File: src/rtl/psum_collector.sv
// Drain-side collector for the systolic array's right edge: removes the diagonal row skew,
// packs aligned partial sums into one vector per column and queues them for valid/ready readout.
module psum_collector #(
   parameter int unsigned WIDTH = 16,
   parameter int unsigned ROWS  = 4,
   parameter int unsigned DEPTH = 4
) (
   input  logic                      clk,
   input  logic                      rst,
   input  logic [ROWS*WIDTH-1:0]     in_psum,
   input  logic [ROWS-1:0]           in_valid,
   input  logic [ROWS-1:0]           in_overflow,
   output logic [ROWS*WIDTH-1:0]     out_data,
   output logic                      out_overflow,
   output logic                      out_valid,
   input  logic                      out_ready,
   output logic [$clog2(DEPTH):0]    fifo_count,
   output logic [31:0]               vec_count,
   output logic                      overrun,
   output logic                      skew_err
);

   localparam int unsigned PtrW  = $clog2(DEPTH);
   localparam int unsigned CntW  = PtrW + 1;
   localparam int unsigned LaneW = WIDTH + 2;
   localparam int unsigned VecW  = ROWS * WIDTH + 1;
   localparam logic [CntW-1:0] CntFull = CntW'(DEPTH);

   // Lane values after de-skew, all referring to the same array column.
   logic [ROWS*WIDTH-1:0] al_data;
   logic [ROWS-1:0]       al_valid;
   logic [ROWS-1:0]       al_ovf;

   // The last row arrives latest, so it is used live without delay.
   assign al_data[(ROWS-1)*WIDTH +: WIDTH] = in_psum[(ROWS-1)*WIDTH +: WIDTH];
   assign al_valid[ROWS-1]                 = in_valid[ROWS-1];
   assign al_ovf[ROWS-1]                   = in_overflow[ROWS-1] & in_valid[ROWS-1];

   for (genvar r = 0; r < int'(ROWS) - 1; r++) begin : g_lane
      localparam int Stages = int'(ROWS) - 1 - r;

      logic [LaneW-1:0] lane_in;
      logic [LaneW-1:0] stage_q [Stages];

      assign lane_in = {in_psum[r*WIDTH +: WIDTH], in_valid[r], in_overflow[r] & in_valid[r]};

      for (genvar s = 0; s < Stages; s++) begin : g_stage
         logic [LaneW-1:0] stage_in;

         if (s == 0) begin : g_first
            assign stage_in = lane_in;
         end else begin : g_next
            assign stage_in = stage_q[s-1];
         end

         always_ff @(posedge clk) begin
            if (rst) begin
               stage_q[s] <= '0;
            end else begin
               stage_q[s] <= stage_in;
            end
         end
      end

      assign al_data[r*WIDTH +: WIDTH] = stage_q[Stages-1][LaneW-1:2];
      assign al_valid[r]               = stage_q[Stages-1][1];
      assign al_ovf[r]                 = stage_q[Stages-1][0];
   end

   logic push_req;
   logic mixed;
   logic full;
   logic pop;
   logic push;

   assign push_req = &al_valid;
   assign mixed    = (|al_valid) && !push_req;

   logic [PtrW-1:0] wptr_q, wptr_d;
   logic [PtrW-1:0] rptr_q, rptr_d;
   logic [CntW-1:0] count_q, count_d;
   logic [31:0]     vec_count_q, vec_count_d;
   logic            overrun_q, overrun_d;
   logic            skew_err_q, skew_err_d;
   logic [VecW-1:0] mem_q [DEPTH];

   assign full = (count_q == CntFull);
   assign pop  = out_valid && out_ready;
   // A full FIFO still takes the push when the head leaves in the same cycle.
   assign push = push_req && (!full || pop);

   always_comb begin
      wptr_d      = wptr_q;
      rptr_d      = rptr_q;
      count_d     = count_q;
      vec_count_d = vec_count_q;
      overrun_d   = overrun_q;
      skew_err_d  = skew_err_q;

      if (push) begin
         wptr_d      = wptr_q + PtrW'(1);
         vec_count_d = vec_count_q + 32'd1;
      end
      if (pop) begin
         rptr_d = rptr_q + PtrW'(1);
      end
      if (push && !pop) begin
         count_d = count_q + CntW'(1);
      end else if (pop && !push) begin
         count_d = count_q - CntW'(1);
      end
      if (push_req && full && !pop) begin
         overrun_d = 1'b1;
      end
      if (mixed) begin
         skew_err_d = 1'b1;
      end
   end

   always_ff @(posedge clk) begin
      if (rst) begin
         wptr_q      <= '0;
         rptr_q      <= '0;
         count_q     <= '0;
         vec_count_q <= '0;
         overrun_q   <= 1'b0;
         skew_err_q  <= 1'b0;
      end else begin
         wptr_q      <= wptr_d;
         rptr_q      <= rptr_d;
         count_q     <= count_d;
         vec_count_q <= vec_count_d;
         overrun_q   <= overrun_d;
         skew_err_q  <= skew_err_d;
      end
   end

   // Storage is not reset; the outputs are gated by out_valid instead.
   always_ff @(posedge clk) begin
      if (push) begin
         mem_q[wptr_q] <= {|al_ovf, al_data};
      end
   end

   logic [VecW-1:0] head;

   assign head         = mem_q[rptr_q];
   assign out_valid    = (count_q != '0);
   assign out_data     = out_valid ? head[ROWS*WIDTH-1:0] : '0;
   assign out_overflow = out_valid & head[VecW-1];
   assign fifo_count   = count_q;
   assign vec_count    = vec_count_q;
   assign overrun      = overrun_q;
   assign skew_err     = skew_err_q;

endmodule

File: config.mk
export PLATFORM = sky130hd
export DESIGN_NAME = psum_collector
export DESIGN_NICKNAME = d
export VERILOG_FILES = /design/src/rtl/psum_collector.sv
export SDC_FILE = /design/constraint.sdc
export NUM_CORES = 1
export LEC_CHECK = 0
export ABC_CLOCK_PERIOD_IN_PS = 3600
export CORE_MARGIN = 2
export CORE_UTILIZATION = 50
export CTS_CLUSTER_DIAMETER = 40
export DETAILED_ROUTE_END_ITERATION = 8
export GPL_TIMING_DRIVEN = 0
export PLACE_DENSITY = 0.72
export SYNTH_ARGS = -nofsm -noshare
export SYNTH_HDL_FRONTEND = slang
export SYNTH_SLANG_ARGS = --single-unit
File: constraint.sdc
create_clock -name clk -period 3.6 [get_ports clk]
set_input_delay 0.36 -clock clk [delete_from_list [all_inputs] [get_ports clk]]
set_output_delay 0.36 -clock clk [all_outputs]
set_load 0.03 [all_outputs]
Word level (Yosys, flattened, before mapping)
Memories as Yosys holds them, arrays and structs flattened. A register that Yosys moved wholly into a read port is not among the register bits.
Cells that the tools add are included.
- $add $sub $neg: 5
- eq/ne operators: 1
- muxes and demuxes: 17
- bitwise gates (word level): 10
- reduce and logical (&&, ||, !) cells: 18
- operator list (operator ; count):
    $mux W18 ; 6
    $mux W64 ; 1
    $add A32 B1 Y32 const B ; 1
    $reduce_or A18 Y1 ; 1
    $reduce_or A4 Y1 ; 2
    $logic_and A1 B1 Y1 ; 7
    $mux W1 ; 6
    $mux W3 ; 2
    $and A1 B1 Y1 ; 5
    $or A1 B1 Y1 ; 5
    $add A2 B1 Y2 const B ; 2
    $logic_not A1 Y1 ; 4
    $mux W2 ; 2
    $reduce_and A4 Y1 ; 1
    $add A3 B1 Y3 const B ; 1
    $eq A3 B3 Y1 const B ; 1
    $reduce_bool A3 Y1 ; 1
    $sub A3 B1 Y3 const B ; 1
    $reduce_bool A2 Y1 ; 1
    $logic_or A1 B1 Y1 ; 1
- register bits after elaboration: 41
- memory bits (writable): 368
- input port bits: 75
- output and inout bits: 103
- logic and storage cells: 61
- memories kept: 4
- memories (name ; words ; width ; rd ports ; clocked after Yosys merged registers in ; wr ports ; line ; source):
    mem_q ; 4 ; 65 ; 1 ; 1 ; 1 ; 85 ; logic [VecW-1:0] mem_q [DEPTH];
    g_lane[0].stage_q ; 3 ; 18 ; 3 ; 0 ; 3 ; 43 ; logic [LaneW-1:0] stage_q [Stages];
    g_lane[1].stage_q ; 2 ; 18 ; 2 ; 0 ; 2 ; 43 ;
    g_lane[2].stage_q ; 1 ; 18 ; 1 ; 0 ; 1 ; 43 ;

Longest topological paths before layout
- word-level depth: 8
- gate-level depth with buffers: 10
- gate-level depth less buffers: 9

Worst setup path after synthesis
No wires, ideal clock.
- path type: register -> register
- start: reg count_q[0], in the netlist fifo_count[0]
- end: mem mem_q[0][0] (netlist bit) (enable)
- library setup time: 0.430 ns
- arrival: 2.532 ns
- data required time: 3.170 ns
- path slack: 0.638 ns
- stages on the path, launching flop included: 4
- buffers on the path: 1
- clock period less this slack: 2.962 ns
- cells stage by stage: dfxtp_1 > or4b_1 > buf_2 > and3_1
- word-level cells in the longest chain between the ends: 6
- elaborated cells between the ends (all ways): 8
- classes of those cells: 1 x eq/ne; 2 x mux; 5 x reduce/logical
- ends and longest elaborated chain (element ; line ; source):
    from (decl) ; 81 ; logic [CntW-1:0] count_q, count_d;
    from (signal assigned) ; 131 ; count_q <= count_d;
    $eq A3 B3 Y1 / $reduce_bool A3 Y1 (equally long branches) ; 87, 148 ;
    $logic_not A1 Y1 / $logic_and A1 B1 Y1 (equally long branches) ; 90, 88 ;
    $logic_or A1 B1 Y1 * ; 90 ; assign push = push_req && (!full || pop);
    $logic_and A1 B1 Y1 * ; 90 ;
    $mux W1 * ; 140 ; if (push) begin
    $mux W1 (not written as such) * ; 141 ; mem_q[wptr_q] <= {|al_ovf, al_data};
    to (decl) ; 85 ;
Mark *: on every way between the ends. The rest lies on a longest branch, timed or not.

==> results.toml <==
[global_route]
grt-ovfl-total = 0
antenna_found_initial = 1
grt_pass1_vias = 8203
gr-usage-all-layers_pct = 18.8
grt_pass1_wl_mm = 44.8
grt_max_degree = 40

[sta]
drv_slew = 0
setup_viol = 0
period_share_pct = 94.7
max_clock_freq_ghz = 0.293
worst_pin_slew_ns = 0.706
period_needed_ns = 3.41
setup_ws_ns = 0.192
maxSlewHeadroom_pct = 52.9
finClkSkew_ns = 0.0259
hold_viol = 0
grt_setup_unrepaired = "no"

[floorplan]
ioPinCount = 178
die_w_um = 176
core_mm2 = 0.0289
fp.dieH_um = 176
dieArea_mm2 = 0.0309
core.rowCount = 62
start_util_pct = 51.1

[synth]
ys_seq_area_share_pct = 73.4
syn_area_per_cell_um2 = 16.7
synth_compound_area_share_pct = 1.98
synth_adder_area_share_pct = 0.645
synth_seq_cells = 411
yosys.area_share.xor_xnor_pct = 0.653
syn_nets = 963
ys_top_cells_by_area = "edfxtp_1 (53%), dfxtp_1 (20%), mux4_2 (9.9%)"
yosysUniqueCellTypes = 35
synthDominantCellAreaShare_pct = 52.9
syn_area_mm2 = 0.0148
synth_simple_gate_area_share_pct = 11.6
synth_top_family_by_area = "simple AND/OR/NAND/NOR gates"
postSynthCellCount = 881
synth_largest_area_cell = "edfxtp_1"
yosys-mux-area-fraction_pct = 10.3
yosys_warnings = 0

[route]
drt_iter0_drc = 486
ant_nets = 0
drt-pass1-iter-count = 7
wl_mm = 28.2
drc = 0
wl_per_cell_um = 18.5
viasPerCell = 5.20
dr_total_vias = 7954

[clock_network]
clock_latency_ns = 0.53
clkTransAtPathRegs_ns = 0.06
cts_hold_buf = 0
clock_sinks = 411
cts_tree = "done"
numCtsBuffers = 45
clk_path_buf_depth = 3
root_buffer = "clkbuf_16"
htreeDepth = 2
postCtsSetupBuffers = 0

[setup_path]
critPathMaxStageDelay_ns = 0.71
cpMaxStageDelayCell = "dfxtp_1"
timing.rr.start = "fifo_count[0]$_SDFFE_PP0P_"
worstSetupEndpointType = "output port"
ff2ff_path_depth = 10
critPathMaxFanout = 11
start_kind = "register"
cp.required_ns = 3.24
crit_arrival_ns = 3.05
reg2reg_to = "fifo_count[2]$_SDFFE_PP0P_"
worstSetupPathType = "reg -> out"
r2r_slack_ns = 0.99
critical_path.cell_chain = "clkbuf_1 -> mux4_2 -> and2_1 -> clkdlybuf4s50_1"

[worst_hold_path]
hold_path_depth = 2
holdPathEnd = "g_lane[2].stage_q[0][2]$_SDFF_PP0_"
hp-class = "in -> reg"
holdCritStartpoint = "in_psum[32]"

[cells_and_area]
fin_nets = 1190
drive_gt1_share_pct = 14.5
area_delta_synth_final_pct = 26.1
final_util_pct = 64.5
design_area_mm2 = 0.0186
n_antenna_cell = 0
fillers = 2123

[power]
p_comb_share_pct = 26.5
vdd_drop_max_uv = 354
p_per_area_mw_per_mm2 = 701
p_leak_nw = 6.19
power.switching_w = 0.00382
p_int_w = 0.00923
p_total_w = 0.0130
clock_power_share_pct = 34.1
swShare_pct = 29.3
seqPwrFrac_pct = 39.3

[placed_design]
dp_hpwl_mm = 18.1
dpl_cell_area_mm2 = 0.0171
portBuffers = 177
dp_slack_ns = 0.320
gp_congestion = 0.855

[run_status]
run_status = "finished clean"

[job]
cap_violations = 0
## power by group through the flow
stage	sequential [W]	combinational, W	clock, W
after global placement	0.00522	0.00350	0
after CTS	0.00513	0.00353	0.00453
after floorplan	0.00524	0.00204	0
final	0.00513	0.00346	0.00445
after detailed placement	0.00523	0.00352	0
after global routing	0.00514	0.00368	0.00474
## worst max path at each step
stage,from,endpoint,slack [ns],depth (start not counted)
3_3_place_gp,in_valid[3],mem_q[2][38]$_DFFE_PP_,-1.06,4
6_report,register,out_data[11],0.19,4
4_1_cts,register,out_data[13],0.12,5
3_5_place_dp,register,out_data[13],0.32,5
2_1_floorplan,fifo_count[0]$_SDFFE_PP0P_,mem_q[0][0]$_DFFE_PP_,0.64,3
5_1_grt,register,out_data[20],0.03,5
## cells by family (layout without fill, tap and decap cells)
| family | Yosys count | in the layout |
|---|---|---|
| AND/OR/NAND/NOR | 279 | 279 |
| XOR/XNOR | 11 | 11 |
| AO/OA/AOI/OAI | 49 | 49 |
| flip-flops | 411 | 411 |
| adder cells (fa/ha/maj) | 7 | 7 |
| multiplexers | 70 | 70 |
| buffers and inverters | 54 | 318 |
## cell type report
class,instances,area (µm²),area share (%)
inverters,9,33.8,0.182
well taps,384,480,2.58
multi-input cells,416,3730,20.0
repair buffers,181,1870,10.0
plain buffers,44,181,0.975
clock buffers,60,1280,6.86
flip-flops and latches,411,10800,58.2
clock inverters,24,204,1.10
## placed cells by master, fill, tap and decap left out, types with 5 or more instances in the layout
cell type,synthesis,layout
clkdlybuf4s50_1,0,177
xor2_1,7,7
ha_1,6,6
clkbuf_1,33,38
nand3_1,10,10
inv_1,9,9
or3_1,6,6
mux4_2,65,65
dfxtp_1,151,151
clkinv_1,0,5
a21oi_1,26,26
o31ai_1,16,16
buf_2,10,10
nor4_1,5,5
and2_1,71,71
clkbuf_16,0,48
nor2_1,19,19
nand2_1,15,15
edfxtp_1,260,260
o21ai_0,6,6
or4_1,16,16
clkinv_2,0,7
nand4_1,9,9
nor2b_1,108,108
## Yosys cell counts (all sizes together)
| master | number |
|---|---|
| edfxtp | 260 |
| dfxtp | 151 |
| nand2 | 15 |
| a2111o | 1 |
| and3 | 7 |
| nor4b | 2 |
| xnor2 | 4 |
| inv | 9 |
| o21ai | 6 |
| fa | 1 |
| mux4 | 65 |
| xor2 | 7 |
| mux2i | 1 |
| nor2 | 19 |
| a21oi | 26 |
| or4 | 18 |
| ha | 6 |
| buf | 12 |
| nor2b | 108 |
| or3 | 8 |
| or4b | 1 |
| and2 | 71 |
| nand3 | 10 |
| clkbuf | 33 |
| nand4 | 10 |
| nor4 | 5 |
| o31ai | 16 |
| and4 | 5 |
| mux2 | 4 |
## layer usage
layer	wire [µm]	global-route usage [%]
met1	11800	24.7
met2	13900	31.4
met3	1890	4.57
met4	594	5.13
met5	0	0
## critical path, delay by kind of cell, from the launching register on
kind	cells	cell delay, ns
muxes	1	0.40
buffers and inverters	2	1.21
and+or+nand+nor	1	0.20
DFF	1	0.71
## stage by stage
stage	setup TNS, ns	cells	hold WS [ns]
6_report	0	1529	0.378
5_1_grt	0	1529	0.368
4_1_cts	0	1529	0.353
3_5_place_dp	0	1446	0.420
3_3_place_gp	-268.18	1442	0.416
2_1_floorplan	0	881	0.414
## state kept, by name, indices dropped and copies added (netlist names), named ones only
register	cells
fifo_count	3
skew_err	1
vec_count	32
overrun	1
mem_q	260
rptr_q	2
wptr_q	2
g_lane.stage_q	108
## timing repair
action	in CTS	in global routing
resized for setup	3	0
endpoints found under the setup margin	50	0
endpoints found under the hold margin	0	0
(Power assumes the default switching activity.)
